File: src/rtl/reg_bank_sched_if.sv
// Requester/register-bank bundle for reg_bank_sched: master = requesters and bank, slave = scheduler.
interface reg_bank_sched_if #(
  parameter int DATA_W = 8,
  parameter int ADDR_W = 4
) ();
  logic [2:0]          req;
  logic [3*ADDR_W-1:0] req_addr;
  logic [3*DATA_W-1:0] req_data;
  logic [2:0]          gnt;
  logic [2:0]          ack;
  logic                wr_en;
  logic [ADDR_W-1:0]   wr_addr;
  logic [DATA_W-1:0]   wr_data;
  logic                busy;
  logic [7:0]          wr_cnt;

  modport master (
    output req, req_addr, req_data,
    input  gnt, ack, wr_en, wr_addr, wr_data, busy, wr_cnt
  );

  modport slave (
    input  req, req_addr, req_data,
    output gnt, ack, wr_en, wr_addr, wr_data, busy, wr_cnt
  );
endinterface

File: src/rtl/reg_bank_sched.sv
// Three-requester register-bank write scheduler; grant N+1, wr_en N+2, ack N+3, >=5 cycles per write.
// Requesters hold req until released; winner holds gnt until it drops req. REG_BANK_SCHED_FIXED_PRIO_EN selects fixed priority.
module reg_bank_sched #(
  parameter int DATA_W = 8,
  parameter int ADDR_W = 4
) (
  input logic            clk,
  input logic            rst,
  reg_bank_sched_if.slave bus
);

  typedef enum logic [2:0] {IDLE, GRANT, WRITE, ACK, RELEASE} state_t;

  state_t            state;
  logic [1:0]        win;
  logic [1:0]        pick_w;
  logic [ADDR_W-1:0] sel_addr;
  logic [DATA_W-1:0] sel_data;

`ifdef REG_BANK_SCHED_FIXED_PRIO_EN
  function automatic logic [1:0] pick(input logic [2:0] r);
    logic [1:0] res;
    res = 2'd2;
    if (r[1]) res = 2'd1;
    if (r[0]) res = 2'd0;
    return res;
  endfunction

  assign pick_w = pick(bus.req);
`else
  logic [1:0] ptr;

  // Scan downward so the first set bit at or after p (mod 3) is the last one kept.
  function automatic logic [1:0] pick(input logic [2:0] r, input logic [1:0] p);
    logic [1:0] res;
    int         idx;
    res = 2'd0;
    for (int k = 2; k >= 0; k--) begin
      idx = int'(p) + k;
      if (idx >= 3) idx = idx - 3;
      if (r[idx]) res = 2'(idx);
    end
    return res;
  endfunction

  assign pick_w = pick(bus.req, ptr);
`endif

  assign sel_addr = bus.req_addr[ADDR_W*pick_w +: ADDR_W];
  assign sel_data = bus.req_data[DATA_W*pick_w +: DATA_W];

  always_ff @(posedge clk or posedge rst) begin
    if (rst) begin
      state       <= IDLE;
      win         <= 2'd0;
      bus.gnt     <= 3'b000;
      bus.ack     <= 3'b000;
      bus.wr_en   <= 1'b0;
      bus.wr_addr <= '0;
      bus.wr_data <= '0;
      bus.busy    <= 1'b0;
      bus.wr_cnt  <= 8'd0;
`ifndef REG_BANK_SCHED_FIXED_PRIO_EN
      ptr         <= 2'd0;
`endif
    end else begin
      case (state)
        IDLE: begin
          if (|bus.req) begin
            win         <= pick_w;
            bus.gnt     <= 3'b001 << pick_w;
            bus.wr_addr <= sel_addr;
            bus.wr_data <= sel_data;
            bus.busy    <= 1'b1;
            state       <= GRANT;
          end
        end
        GRANT: begin
          if (bus.req[win]) begin
            bus.wr_en <= 1'b1;
            state     <= WRITE;
          end else begin
            // Requester withdrew before the write: abort without touching the pointer.
            bus.gnt  <= 3'b000;
            bus.busy <= 1'b0;
            state    <= IDLE;
          end
        end
        WRITE: begin
          bus.wr_en  <= 1'b0;
          bus.ack    <= bus.gnt;
          bus.wr_cnt <= bus.wr_cnt + 8'd1;
`ifndef REG_BANK_SCHED_FIXED_PRIO_EN
          ptr        <= (win == 2'd2) ? 2'd0 : win + 2'd1;
`endif
          state      <= ACK;
        end
        ACK: begin
          bus.ack <= 3'b000;
          state   <= RELEASE;
        end
        RELEASE: begin
          if (!bus.req[win]) begin
            bus.gnt  <= 3'b000;
            bus.busy <= 1'b0;
            state    <= IDLE;
          end
        end
        default: state <= IDLE;
      endcase
    end
  end

endmodule

File: src/flat_wrapper.sv
// flat-port wrapper written by rule: the top's interface ports become plain ports
module reg_bank_sched_flat 
#(
  parameter int DATA_W = 8,
  parameter int ADDR_W = 4
)
  (clk, rst, bus_req, bus_req_addr, bus_req_data, bus_gnt, bus_ack, bus_wr_en, bus_wr_addr, bus_wr_data, bus_busy, bus_wr_cnt);
  reg_bank_sched_if #(.DATA_W(DATA_W), .ADDR_W(ADDR_W)) bus_i ();
  input logic clk;
  input logic rst;
  input wire logic [$bits(bus_i.req)-1:0] bus_req;
  input wire logic [$bits(bus_i.req_addr)-1:0] bus_req_addr;
  input wire logic [$bits(bus_i.req_data)-1:0] bus_req_data;
  output wire logic [$bits(bus_i.gnt)-1:0] bus_gnt;
  output wire logic [$bits(bus_i.ack)-1:0] bus_ack;
  output wire logic [$bits(bus_i.wr_en)-1:0] bus_wr_en;
  output wire logic [$bits(bus_i.wr_addr)-1:0] bus_wr_addr;
  output wire logic [$bits(bus_i.wr_data)-1:0] bus_wr_data;
  output wire logic [$bits(bus_i.busy)-1:0] bus_busy;
  output wire logic [$bits(bus_i.wr_cnt)-1:0] bus_wr_cnt;
  assign bus_i.req = bus_req;
  assign bus_i.req_addr = bus_req_addr;
  assign bus_i.req_data = bus_req_data;
  assign bus_gnt = bus_i.gnt;
  assign bus_ack = bus_i.ack;
  assign bus_wr_en = bus_i.wr_en;
  assign bus_wr_addr = bus_i.wr_addr;
  assign bus_wr_data = bus_i.wr_data;
  assign bus_busy = bus_i.busy;
  assign bus_wr_cnt = bus_i.wr_cnt;
  reg_bank_sched #(.DATA_W(DATA_W), .ADDR_W(ADDR_W)) u_core (.clk(clk), .rst(rst), .bus(bus_i));
endmodule
File: config.mk
export PLATFORM = sky130hd
export DESIGN_NAME = reg_bank_sched_flat
export DESIGN_NICKNAME = d
export VERILOG_FILES = /design/src/rtl/reg_bank_sched_if.sv /design/src/rtl/reg_bank_sched.sv /design/src/flat_wrapper.sv
export SDC_FILE = /design/constraint.sdc
export NUM_CORES = 1
export LEC_CHECK = 0
export BUFFER_PORTS_ARGS = -buffer_cell sky130_fd_sc_hd__buf_2
export CORE_ASPECT_RATIO = 1.5
export CORE_MARGIN = 2
export CORE_UTILIZATION = 31
export DETAILED_ROUTE_END_ITERATION = 12
export MAX_ROUTING_LAYER = met4
export PLACE_DENSITY = 0.58
export SLEW_MARGIN = 40
export SYNTH_ARGS = -nofsm -noshare
export SYNTH_HDL_FRONTEND = slang
export SYNTH_SLANG_ARGS = --single-unit
File: constraint.sdc
create_clock -name clk -period 5.2 [get_ports clk]
set_input_delay 1.04 -clock clk [delete_from_list [all_inputs] [get_ports clk]]
set_output_delay 1.04 -clock clk [all_outputs]
set_load 0.05 [all_outputs]
* Yosys cells after proc, flatten, opt, wreduce, memory -nomap -nowiden
Index checks and enable logic that the tools add are counted.
Word-level totals: bits in registers 35, latch bits 0, bits in writable memories 0, memory bits (read-only) 0, input bits 41, output and inout port bits 28, logic and storage cells 76, memories 0
Operators by class: $add $sub $neg 7, multipliers 0, div/mod/pow operators 0, magnitude comparators 7, eq/ne operators 9, shift operators 3, multiplexer cells 30, bitwise logic cells 0, reduce and logical (&&, ||, !) cells 10
Operators with widths (number):
- $lt A32 B4 Y1 const B | 3
- $mux W32 | 3
- $ge A32 B3 Y1 const B | 2
- $sub A32 B3 Y32 const B | 2
- $shiftx A24 B6 Y8 | 1
- $pmux W3 S5 | 1
- $pmux W3 S2 | 2
- $shiftx A12 B5 Y4 | 1
- $mux W1 | 10
- $mux W2 | 5
- $mux W3 | 3
- $add A8 B1 Y8 const B | 1
- $bmux W1 S2 | 4
- $eq A3 B2 Y1 const B | 2
- $reduce_and A2 Y1 | 3
- $reduce_bool A2 Y1 | 3
- $ne A2 B1 Y1 const B | 2
- $ne A2 B2 Y1 const B | 2
- $pmux W1 S2 | 2
- $add A2 B1 Y3 const B | 1
- $add A2 B2 Y3 const B | 1
- $eq A3 B1 Y1 const B | 1
- $eq A3 B3 Y1 const B | 1
- $logic_not A3 Y1 | 1
- 9 further kinds | 9

* Longest topological paths before layout
Gate-level depths: netlist of run 1.
word-level depth 12, mapped depth 8, mapped depth without buffers 7

* Worst setup path before layout of run 1
OpenSTA, ideal clock, no wires.
path kind input -> register, start in bus_req[1], end reg u_core.bus.wr_data[1], setup time 0.143 ns, arrival time 2.418 ns, data required time 5.057 ns, setup slack 2.639 ns, stages on the path 6, buffers on the path 1, cell sequence nor2b_1 -> or4b_4 -> a31oi_4 -> buf_12 -> mux2i_1 -> a211oi_2
On the way: cells in the longest elaborated chain, start to end 7, elaborated cells on any way between the ends 15, those cells by class shift (1); mux (12); reduce/logical (2)
RTL lines:
- start: declaration | line flat_wrapper.sv:11 | input wire logic [$bits(bus_i.req)-1:0] bus_req;
- $bmux W1 S2 | line reg_bank_sched.sv:41 | if (r[idx]) res = 2'(idx);
- $mux W1 (implied by the code) (2 in a row) | line reg_bank_sched.sv:41
- $mux W2 (3 in a row) | line reg_bank_sched.sv:41
- $shiftx A24 B6 Y8 | line reg_bank_sched.sv:50 | assign sel_data = bus.req_data[DATA_W*pick_w +: DATA_W];
- end signal: assignment | line reg_bank_sched.sv:73 | bus.wr_data <= sel_data;
- end: declaration | line reg_bank_sched_if.sv:24 | output gnt, ack, wr_en, wr_addr, wr_data, busy, wr_cnt
Several ways; a longest one is shown, not always the timed one. The select of a mux whose other input is x is not followed. A chain may end at the register's enable or synchronous reset.

* Worst setup path after layout of run 1
Ends and elaborated chain as after synthesis.

==> run_results.csv, run 1 <==
group,metric,value,unit
setup_path,path_max_fanout,13,
logic_synthesis,synth_common_cells,"dfrtp_1, nor2_1, mux2i_1",
setup_path,endpoint_kind,"register",
placement,dp_cells,317,
placement,hpwl,3442,um
route,ant_nets,0,
floorplanning,die_w,67.02,um
layout,fin_cells,324,
floorplanning,core,5786,um2
placement,io_buffers,68,
sta,final_hold_viol_count,0,
sta,finalWorstSetupSlack,2.513,ns
sta,whs,0.4782,ns
power_and_ir_drop,seq_power_share,29.8,%
power_and_ir_drop,p_leak,1.103,nW
route,drt_first_pass_iters,4,
logic_synthesis,syn_nets,228,
route,drc,0,
sta,tightest_slew,0.6614,ns
power_and_ir_drop,combinationalPowerShare,55.6,%
hold_path,worstHoldStart,"u_core.bus.ack[1]",
hold_path,holdPathStages,2,
sta,min_period_over_period,51.68,%
layout,drive_gt1_share,35.32,%
hold_path,hp-class,"register to register",
setup_path,crit_family,"simple AND/OR/NAND/NOR gates",
setup_path,worstSetupStartpointType,"input port",
global_routing,grt_pass1_vias,1606,
setup_path,cp.buffers_inverters,1,
sta,rsz0062_at_grt,"false",
logic_synthesis,synthFlopType,"dfrtp_1",
power_and_ir_drop,peakVddDrop,377.5,uV
placement,gp_routability_congestion,0.7402,
sta,drv_slew,0,
power_and_ir_drop,swShare,51.05,%
logic_synthesis,ys.warnings.count,0,
global_routing,overflow,0,
cts,cts_buffers,5,
logic_synthesis,synthCells,183,
logic_synthesis,async_reset_ff_share,100.0,%
setup_path,max_stage_delay,0.56,ns
setup_path,r2r_start,"u_core.ptr[1]",
layout,insertedDiodeCount,0,
power_and_ir_drop,internal-power,0.8110,mW
global_routing,grt.total_usage,14.94,%
setup_path,arrival,2.83,ns
logic_synthesis,synth-seq-cells,35,
outcome,outcome,"finished clean",
setup_path,path_class,"input port to register",
route,vias_per_cell,4.907,
route,drt-initial-drc-count,33,
cts,clock-sinks,35,
sta,fin_crit,2.687,ns
cts,path_clk_slew,0.07,ns
setup_path,r2r-end,"u_core.bus.wr_data[1]",
setup_path,crit_cells,6,
logic_synthesis,synthDistinctLibCells,39,
cts,cts_setup_buffers,0,
hold_path,hold_path_end,"u_core.bus.ack[1]",
route,wl_per_cell,14.12,um
setup_path,ff2ff_path_depth,7,
cts,cts_buffer_depth,2,
job,cap_violations,0,
placement,pre_cts_ws,2.187,ns
logic_synthesis,syn_avg_cell_area,10.09,um2
cts,tritoncts,"done",
cts,cts_resized,0,
sta,skew,0.005230,ns
setup_path,startpoint,"bus_req[1]",
logic_synthesis,yosysTopAreaCell,"dfrtp_1",
sta,setup_viol,0,
logic_synthesis,synthTopCellsByArea,"dfrtp_1, mux2i_1, nor2_1",
setup_path,required,5.35,ns
floorplanning,start_util,31.92,%
global_routing,antenna_found_initial,0,
floorplanning,dieArea,6603,um2
cts,ctsHoldBuffers,0,
power_and_ir_drop,p_clk_share,14.6,%
logic_synthesis,synth_edf_count,0,
route,routed_wl,4574,um
layout,nets,297,
cts,worstSkewPairLatency,0.29,ns
sta,fmax,372.1,MHz
logic_synthesis,ys_seq_area_share,47.43,%
setup_path,slowest_stage,"a31oi_4",
sta,slew-limit-headroom,55.91,%
layout,syn_to_final_growth,27.37,%
floorplanning,row_count,34,
cts,cts_htree_levels,2,
power_and_ir_drop,switchingPower,0.8458,mW
floorplanning,boundaryPins,69,
global_routing,grt_pass1_wl,7403,um
floorplanning,die_h,98.53,um
global_routing,grt_max_degree,36,
route,num_vias,1590,
logic_synthesis,synth_most_common_cell,"dfrtp_1",
sta,setup_tns,0,ns
power_and_ir_drop,power-per-cell-area,704.3,nW/um2
setup_path,crit_chain,"buf_2, nor2b_1, or4b_4, a31oi_4, mux2i_1, a211oi_2",
logic_synthesis,synth_top_area_share,47.43,%
power_and_ir_drop,power,1.657,mW
logic_synthesis,syn_area,1847,um2
setup_path,ff2ff_setup_slack,2.69,ns
cts,cts-root-buf,"clkbuf_8",
-- stage by stage --
stage               util, %  area, um2
finish                40.66       2352
floorplan                 -       1847
global route          40.66       2352
global placement      38.82       2246
CTS                   40.66       2352
detailed placement    38.82       2246
-- worst reg2reg max path, stage by stage (launching register included) --
cell and delay (ns):
dfrtp_1 0.41, inv_1 0.08, ha_1 0.28, nor2b_1 0.10, or4b_4 0.54, a31oi_4 0.56
mux2i_1 0.31, a211oi_2 0.09
-- logic make-up (layout without fill, tap and decap cells) --
family,count (synthesis),after routing,share of synthesized area (%)
xor gates and xnor gates,7,7,3.320
DFF,35,35,47.43
AOI/OAI and AO/OA,43,43,16.26
adders and majority gates,4,4,2.710
buffers and inverters,16,85,4.133
muxes,16,16,8.807
and+or+nand+nor,62,62,17.34
-- cell type report --
type / instances / area [um2]
Timing Repair Buffer: 70 / 355.3
Clock buffer: 5 / 68.82
Fill cell: 623 / 3433
Tap cell: 72 / 90.09
Clock inverter: 2 / 37.54
Sequential cell: 35 / 875.8
Multi-Input combinational cell: 132 / 894.6
Inverter: 8 / 30.03
-- routing by layer --
layer / wire [um] / global-route usage, % / up-vias
met3: 329 / 3.082 / 7
met5: 0 / - / -
met2: 2222 / 24.45 / 61
met1: 1951 / 17.82 / 730
met4: 70 / 5.495 / 0
li1: - / - / 792
-- placed cells by master (no fill, tap or decap), types with 2 or more instances in the layout --
cell type	netlist	final
a211oi_1	4	4
a211oi_2	2	2
a21oi_1	12	12
nand3_1	3	3
xor2_1	2	2
nand2b_1	2	2
nand2_1	10	10
xnor2_1	5	5
nor2_1	21	21
o21ai_0	6	6
mux2i_1	14	14
mux2_2	2	2
buf_4	0	2
buf_2	0	68
nor2b_1	3	3
o22ai_1	9	9
o31ai_1	3	3
clkbuf_8	0	5
ha_1	4	4
nand3b_1	2	2
or3_1	2	2
dfrtp_1	35	35
inv_1	8	8
nor3_1	8	8
nand4_1	3	3
-- power by group through the flow --
stage	Clock [mW]	Sequential (mW)	Combinational, mW
after floorplan	0	0.780	0.441
after global placement	0	0.499	0.921
after detailed placement	0	0.499	0.934
after CTS	0.249	0.495	0.934
after global routing	0.262	0.513	1.00
final	0.242	0.494	0.921
-- how the worst max path moves through the flow --
stage	endpoint
after floorplan	u_core.bus.wr_data[1]
after global placement	u_core.bus.wr_data[1]
after detailed placement	u_core.bus.wr_data[1]
after CTS	u_core.bus.wr_data[1]
after global routing	u_core.bus.wr_addr[1]
final	u_core.bus.wr_data[1]
-- state kept, by name (all words and copies together) (netlist names) --
signal,flops
u_core.bus.ack,3
u_core.bus.busy,1
u_core.bus.gnt,3
u_core.bus.wr_addr,4
u_core.bus.wr_cnt,8
u_core.bus.wr_data,8
u_core.bus.wr_en,1
u_core.ptr,2
u_core.state,3
u_core.win,2
(Power assumes the default switching activity.)
==> run 2, diff against run 1 <==
Settings changed: ABC_AREA set to 1, PLACE_DENSITY 0.58 to 0.57.
Clock period 5.2 ns to 2.7 ns, I/O delays scaled along.
==> run_results.csv, run 2 <==
group,metric,value,unit
cts,tritoncts,"done",
sta,fin_crit,1.950,ns
floorplanning,die_h,103.0,um
layout,design_area,2565,um2
floorplanning,dieArea,7215,um2
layout,insertedDiodeCount,0,
logic_synthesis,synthXorXnorAreaFrac,3.025,%
sta,final_hold_viol_count,0,
hold_path,hp-class,"input port to asynchronous set/reset pin",
sta,skew,0.006478,ns
sta,fmax,512.9,MHz
logic_synthesis,synth_fa_ha_area_share,2.469,%
route,wl_per_cell,12.36,um
route,drc,0,
setup_path,crit_chain,"nor2_2, nand2_1, a31oi_4, inv_2, nor2_4, a22o_1, inv_1, nand2_1",
cts,cts_setup_buffers,0,
route,ant_nets,0,
setup_path,path_class,"register to register",
sta,drv_slew,0,
global_routing,grt_pass1_vias,1823,
setup_path,r2r-end,"u_core.bus.wr_addr[2]",
floorplanning,die_w,70.02,um
cts,cts_htree_levels,2,
global_routing,overflow,0,
route,vias_per_cell,4.649,
route,drt_first_pass_iters,4,
layout,drive_gt1_share,29.57,%
cts,clock-sinks,35,
logic_synthesis,synth_top_area_share,43.21,%
cts,cts_buffers,5,
route,num_vias,1878,
setup_path,crit_family,"simple AND/OR/NAND/NOR gates",
layout,nets,372,
setup_path,cp.buffers_inverters,2,
sta,setup_viol,0,
power_and_ir_drop,power,3.860,mW
layout,layout_commonest_cell,"buf_2",
logic_synthesis,synth_common_cells,"inv_1, nand2_1, dfrtp_1",
setup_path,crit_cells,8,
power_and_ir_drop,p_leak,1.458,nW
logic_synthesis,syn_area,2027,um2
power_and_ir_drop,power-per-cell-area,1505,nW/um2
logic_synthesis,synth_most_common_cell,"inv_1",
placement,postPlaceCellArea,2432,um2
route,drt-initial-drc-count,64,
global_routing,grt_pass1_wl,8273,um
cts,cts_resized,0,
placement,hpwl,3969,um
logic_synthesis,synthCells,255,
logic_synthesis,synthTopCellsByArea,"dfrtp_1, inv_1, nand2_1",
floorplanning,start_util,31.69,%
logic_synthesis,synth_edf_count,0,
power_and_ir_drop,seq_power_share,23.9,%
power_and_ir_drop,p_clk_share,14.5,%
power_and_ir_drop,combinationalPowerShare,61.5,%
setup_path,ff2ff_path_depth,8,
setup_path,r2r_start,"u_core.state[2]",
cts,path_clk_slew,0.07,ns
setup_path,required,2.93,ns
cts,cts_buffer_depth,2,
logic_synthesis,synthFlopType,"dfrtp_1",
logic_synthesis,yosysTopAreaCell,"dfrtp_1",
logic_synthesis,synthSimpleGateAreaFrac,23.46,%
layout,syn_to_final_growth,26.54,%
setup_path,arrival,2.18,ns
setup_path,endpoint_kind,"register",
sta,rsz0062_at_grt,"false",
layout,biggestRegsByFlops,"u_core.bus.wr_cnt x8, u_core.bus.wr_data x8, u_core.bus.wr_addr x4",
floorplanning,core,6396,um2
setup_path,slowest_stage,"dfrtp_1",
setup_path,startpoint,"u_core.state[2]",
floorplanning,row_count,36,
power_and_ir_drop,peakVddDrop,575.2,uV
logic_synthesis,muxShareOfSynthArea,0,%
global_routing,antenna_found_initial,0,
sta,tightest_slew,0.4520,ns
logic_synthesis,synth-compound-area-share,15.62,%
logic_synthesis,ys_seq_area_share,43.21,%
cts,worstSkewPairLatency,0.29,ns
setup_path,path_common_cell,"nand2_1",
setup_path,worstSetupStartpointType,"register",
logic_synthesis,synth_top_family_by_area,"simple AND/OR/NAND/NOR gates",
logic_synthesis,ys.warnings.count,0,
power_and_ir_drop,switchingPower,2.061,mW
cts,ctsHoldBuffers,0,
job,cap_violations,0,
layout,final_cell_mix,"buf_2, inv_1, nand2_1, dfrtp_1, nand3_1",
global_routing,grt_max_degree,36,
logic_synthesis,synth-seq-cells,35,
sta,setup_tns,0,ns
sta,min_period_over_period,72.22,%
placement,gp_routability_congestion,0.8392,
cts,cts-root-buf,"clkbuf_8",
power_and_ir_drop,internal-power,1.799,mW
logic_synthesis,syn_nets,300,
setup_path,ff2ff_setup_slack,0.75,ns
logic_synthesis,async_reset_ff_share,100.0,%
logic_synthesis,syn_avg_cell_area,7.949,um2
placement,io_buffers,68,
layout,fin_util,40.10,%
logic_synthesis,synthDistinctLibCells,28,
outcome,outcome,"finished clean",
setup_path,max_stage_delay,0.47,ns
route,routed_wl,4995,um
power_and_ir_drop,swShare,53.40,%
floorplanning,boundaryPins,69,
sta,slew-limit-headroom,69.86,%
setup_path,path_max_fanout,13,
global_routing,grt.total_usage,15.02,%
run 2: changes by cell type after synthesis, sizes merged, moves of 4 or more:
cell and delta:
nand2 +45, a22o +6, nand3 +25, nor3 -7, o22ai -8, o21ai +18, nor2 -9, mux2i -14
inv +48, xor2 +4, clkbuf -6, a211oi -6, xnor2 -4
run 2: kinds of logic (layout without fill, tap and decap cells):
family,after synthesis,after routing
adders and majority gates,4,4
xor gates and xnor gates,7,7
and+or+nand+nor,99,99
AOI/OAI and AO/OA,50,50
DFF,35,35
buffers and inverters,60,133
run 2: power by group through the flow:
stage / Clock (mW) / Combinational [mW] / Sequential, mW
6_report: 0.561 / 2.38 / 0.924
5_1_grt: 0.594 / 2.62 / 0.955
4_1_cts: 0.577 / 2.41 / 0.922
3_5_place_dp: 0 / 2.40 / 0.929
3_3_place_gp: 0 / 2.36 / 0.927
2_1_floorplan: 0 / 1.39 / 1.50
run 2: final cells by class:
type                       instances  area, um2
tap                               76      95.09
clock buffer                       6      72.57
sequential                        35      875.8
inverter                          56      210.2
multi-input combinational        160      903.4
fill                             692       3831
timing repair buffer              69      347.8
clock inverter                     2      60.06
run 2: worst max path at each step:
stage,to,slack (ns)
after detailed placement,u_core.bus.wr_addr[2],0.70
after CTS,u_core.bus.wr_addr[2],0.74
after global placement,u_core.bus.wr_data[0],0.71
after global routing,u_core.bus.wr_addr[2],0.59
final,u_core.bus.wr_addr[2],0.75
after floorplan,u_core.bus.wr_addr[1],1.00
run 2: tightest hold or removal path: stages:
cell,delay [ns]
buf_2,0.09
inv_1,0.04
buf_4,0.39
run 2: metrics by stage:
step,setup WS (ns),hold WS (ns),cells
finish,0.7501,0.3396,404
global route,0.5911,0.3915,404
CTS,0.7402,0.3619,404
detailed placement,0.7003,0.4543,396
global placement,0.7071,0.4509,396
floorplan,1.003,0.5142,255
run 2: metal layers:
layer	global-route usage (%)	up-vias	part of all wire, %
met5	-	-	0
met4	6.805	0	1.9
met2	28.57	39	56
li1	-	958	-
met3	1.760	6	3.3
met1	15.40	875	39
==> run 3, diff against run 2 <==
Clock period 2.7 ns to 2 ns, I/O delays scaled along.
==> run_results.csv, run 3 (synthesis gave the netlist of run 2 again) <==
group,metric,value,unit
outcome,outcome,"finished clean",
cts,cts_resized,0,
placement,io_buffers,68,
cts,ctsHoldBuffers,0,
layout,fin_cells,405,
setup_path,worstSetupStartpointType,"register",
placement,gp_routability_congestion,0.8469,
sta,drv_slew,0,
sta,final_hold_viol_count,0,
setup_path,cp.buffers_inverters,2,
placement,dp_cells,397,
setup_path,slowest_stage,"dfrtp_1",
power_and_ir_drop,peakVddDrop,881.9,uV
floorplanning,dieArea,7215,um2
global_routing,overflow,0,
power_and_ir_drop,p_leak,1.461,nW
floorplanning,row_count,36,
cts,worstSkewPairLatency,0.29,ns
cts,path_clk_slew,0.07,ns
route,drt_first_pass_iters,5,
global_routing,grt.total_usage,14.74,%
sta,fmax,546.8,MHz
cts,cts_htree_levels,2,
setup_path,path_common_cell,"nand2_1",
route,drt-initial-drc-count,113,
route,drc,0,
cts,cts_setup_buffers,0,
setup_path,max_stage_delay,0.43,ns
sta,setup_tns,0,ns
sta,skew,0.004174,ns
floorplanning,die_h,103.0,um
sta,min_period_over_period,91.44,%
floorplanning,die_w,70.02,um
layout,design_area,2624,um2
cts,cts_buffer_depth,2,
layout,layout_commonest_cell,"buf_2",
setup_path,path_class,"register to register",
floorplanning,core,6396,um2
cts,cts_buffers,5,
setup_path,ff2ff_setup_slack,0.17,ns
global_routing,antenna_found_initial,0,
sta,whs,0.1958,ns
placement,postPlaceCellArea,2440,um2
setup_path,endpoint_kind,"register",
route,vias_per_cell,4.481,
route,wl_per_cell,12.02,um
floorplanning,start_util,31.69,%
setup_path,crit_family,"simple AND/OR/NAND/NOR gates",
layout,fillers,684,
layout,drive_gt1_share,31.31,%
floorplanning,boundaryPins,69,
cts,tritoncts,"done",
route,routed_wl,4870,um
global_routing,grt_pass1_vias,1758,
sta,slew-limit-headroom,69.47,%
sta,fin_crit,1.829,ns
power_and_ir_drop,power,5.370,mW
layout,biggestRegsByFlops,"u_core.bus.wr_cnt x8, u_core.bus.wr_data x8, u_core.bus.wr_addr x4",
placement,hpwl,3744,um
job,cap_violations,0,
setup_path,arrival,2.06,ns
setup_path,path_max_fanout,8,
global_routing,grt_max_degree,36,
cts,cts-root-buf,"clkbuf_8",
layout,final_cell_mix,"buf_2, inv_1, nand2_1, dfrtp_1, nand3_1",
layout,syn_to_final_growth,29.44,%
layout,insertedDiodeCount,0,
setup_path,crit_chain,"ha_4, inv_2, nand2_1, nand2_1, nand2_1, nand2_1, nand2_4, nand2_8, nor2_4, a22o_1, inv_1, nand2_1",
layout,nets,373,
sta,tightest_slew,0.4579,ns
sta,setup_viol,0,
hold_path,hp-class,"input port to asynchronous set/reset pin",
route,ant_nets,0,
global_routing,grt_pass1_wl,8155,um
route,num_vias,1815,
cts,clock-sinks,35,
setup_path,required,2.23,ns
power_and_ir_drop,power-per-cell-area,2047,nW/um2
## run 3: cell count changes in the layout (fill, tap and decap cells not counted), sizes merged
cell,delta
buf,+1
## run 3: stage by stage
stage / setup slack, ns / utilization, %
CTS: 0.1081 / 40.22
global placement: 0.1422 / 38.15
finish: 0.1712 / 41.02
floorplan: 0.3035 / -
global route: -0.002888 / 41.02
detailed placement: 0.1319 / 38.15
## run 3: area by class of cell
cell class              instances  area, um2  area share [%]
clock buffers                   6      72.57           2.766
multi-input cells             160      954.7           36.39
repair buffers                 70      355.3           13.54
clock inverters                 2      60.06           2.289
inverters                      56      210.2           8.011
well taps                      76      95.09           3.624
flip-flops and latches         35      875.8           33.38
## run 3: final timing paths
path	endpoint	depth (start not counted)	from
max	u_core.bus.wr_addr[2]	12	u_core.ptr[1]
min	u_core.bus.wr_cnt[7]	3	rst
max reg2reg	u_core.bus.wr_addr[2]	12	u_core.ptr[1]
min reg2reg	u_core.bus.busy	2	u_core.bus.busy
max in group asynchronous	u_core.state[0]	3	rst
min in group clk	u_core.bus.wr_addr[2]	3	bus_req_addr[6]
## run 3: where the power goes
group | internal (mW) | switching (mW)
logic | 1.01 | 2.36
clock network | 0.499 | 0.269
registers | 1.02 | 0.217
total | 2.53 | 2.84
## run 3: worst reg2reg max path, stage by stage, from the launching register on
cell and delay, ns:
dfrtp_1 0.43, ha_4 0.31, inv_2 0.06, nand2_1 0.09, nand2_1 0.05, nand2_1 0.05
nand2_1 0.08, nand2_4 0.12, nand2_8 0.09, nor2_4 0.24, a22o_1 0.16, inv_1 0.04
nand2_1 0.05
## run 3: layer usage
metal	up-vias	GRT usage, %	routed length (um)
met5	-	-	0
met4	0	4.882	55
met3	7	2.933	182
met2	45	27.33	2695
met1	809	15.70	1936
li1	954	-	-
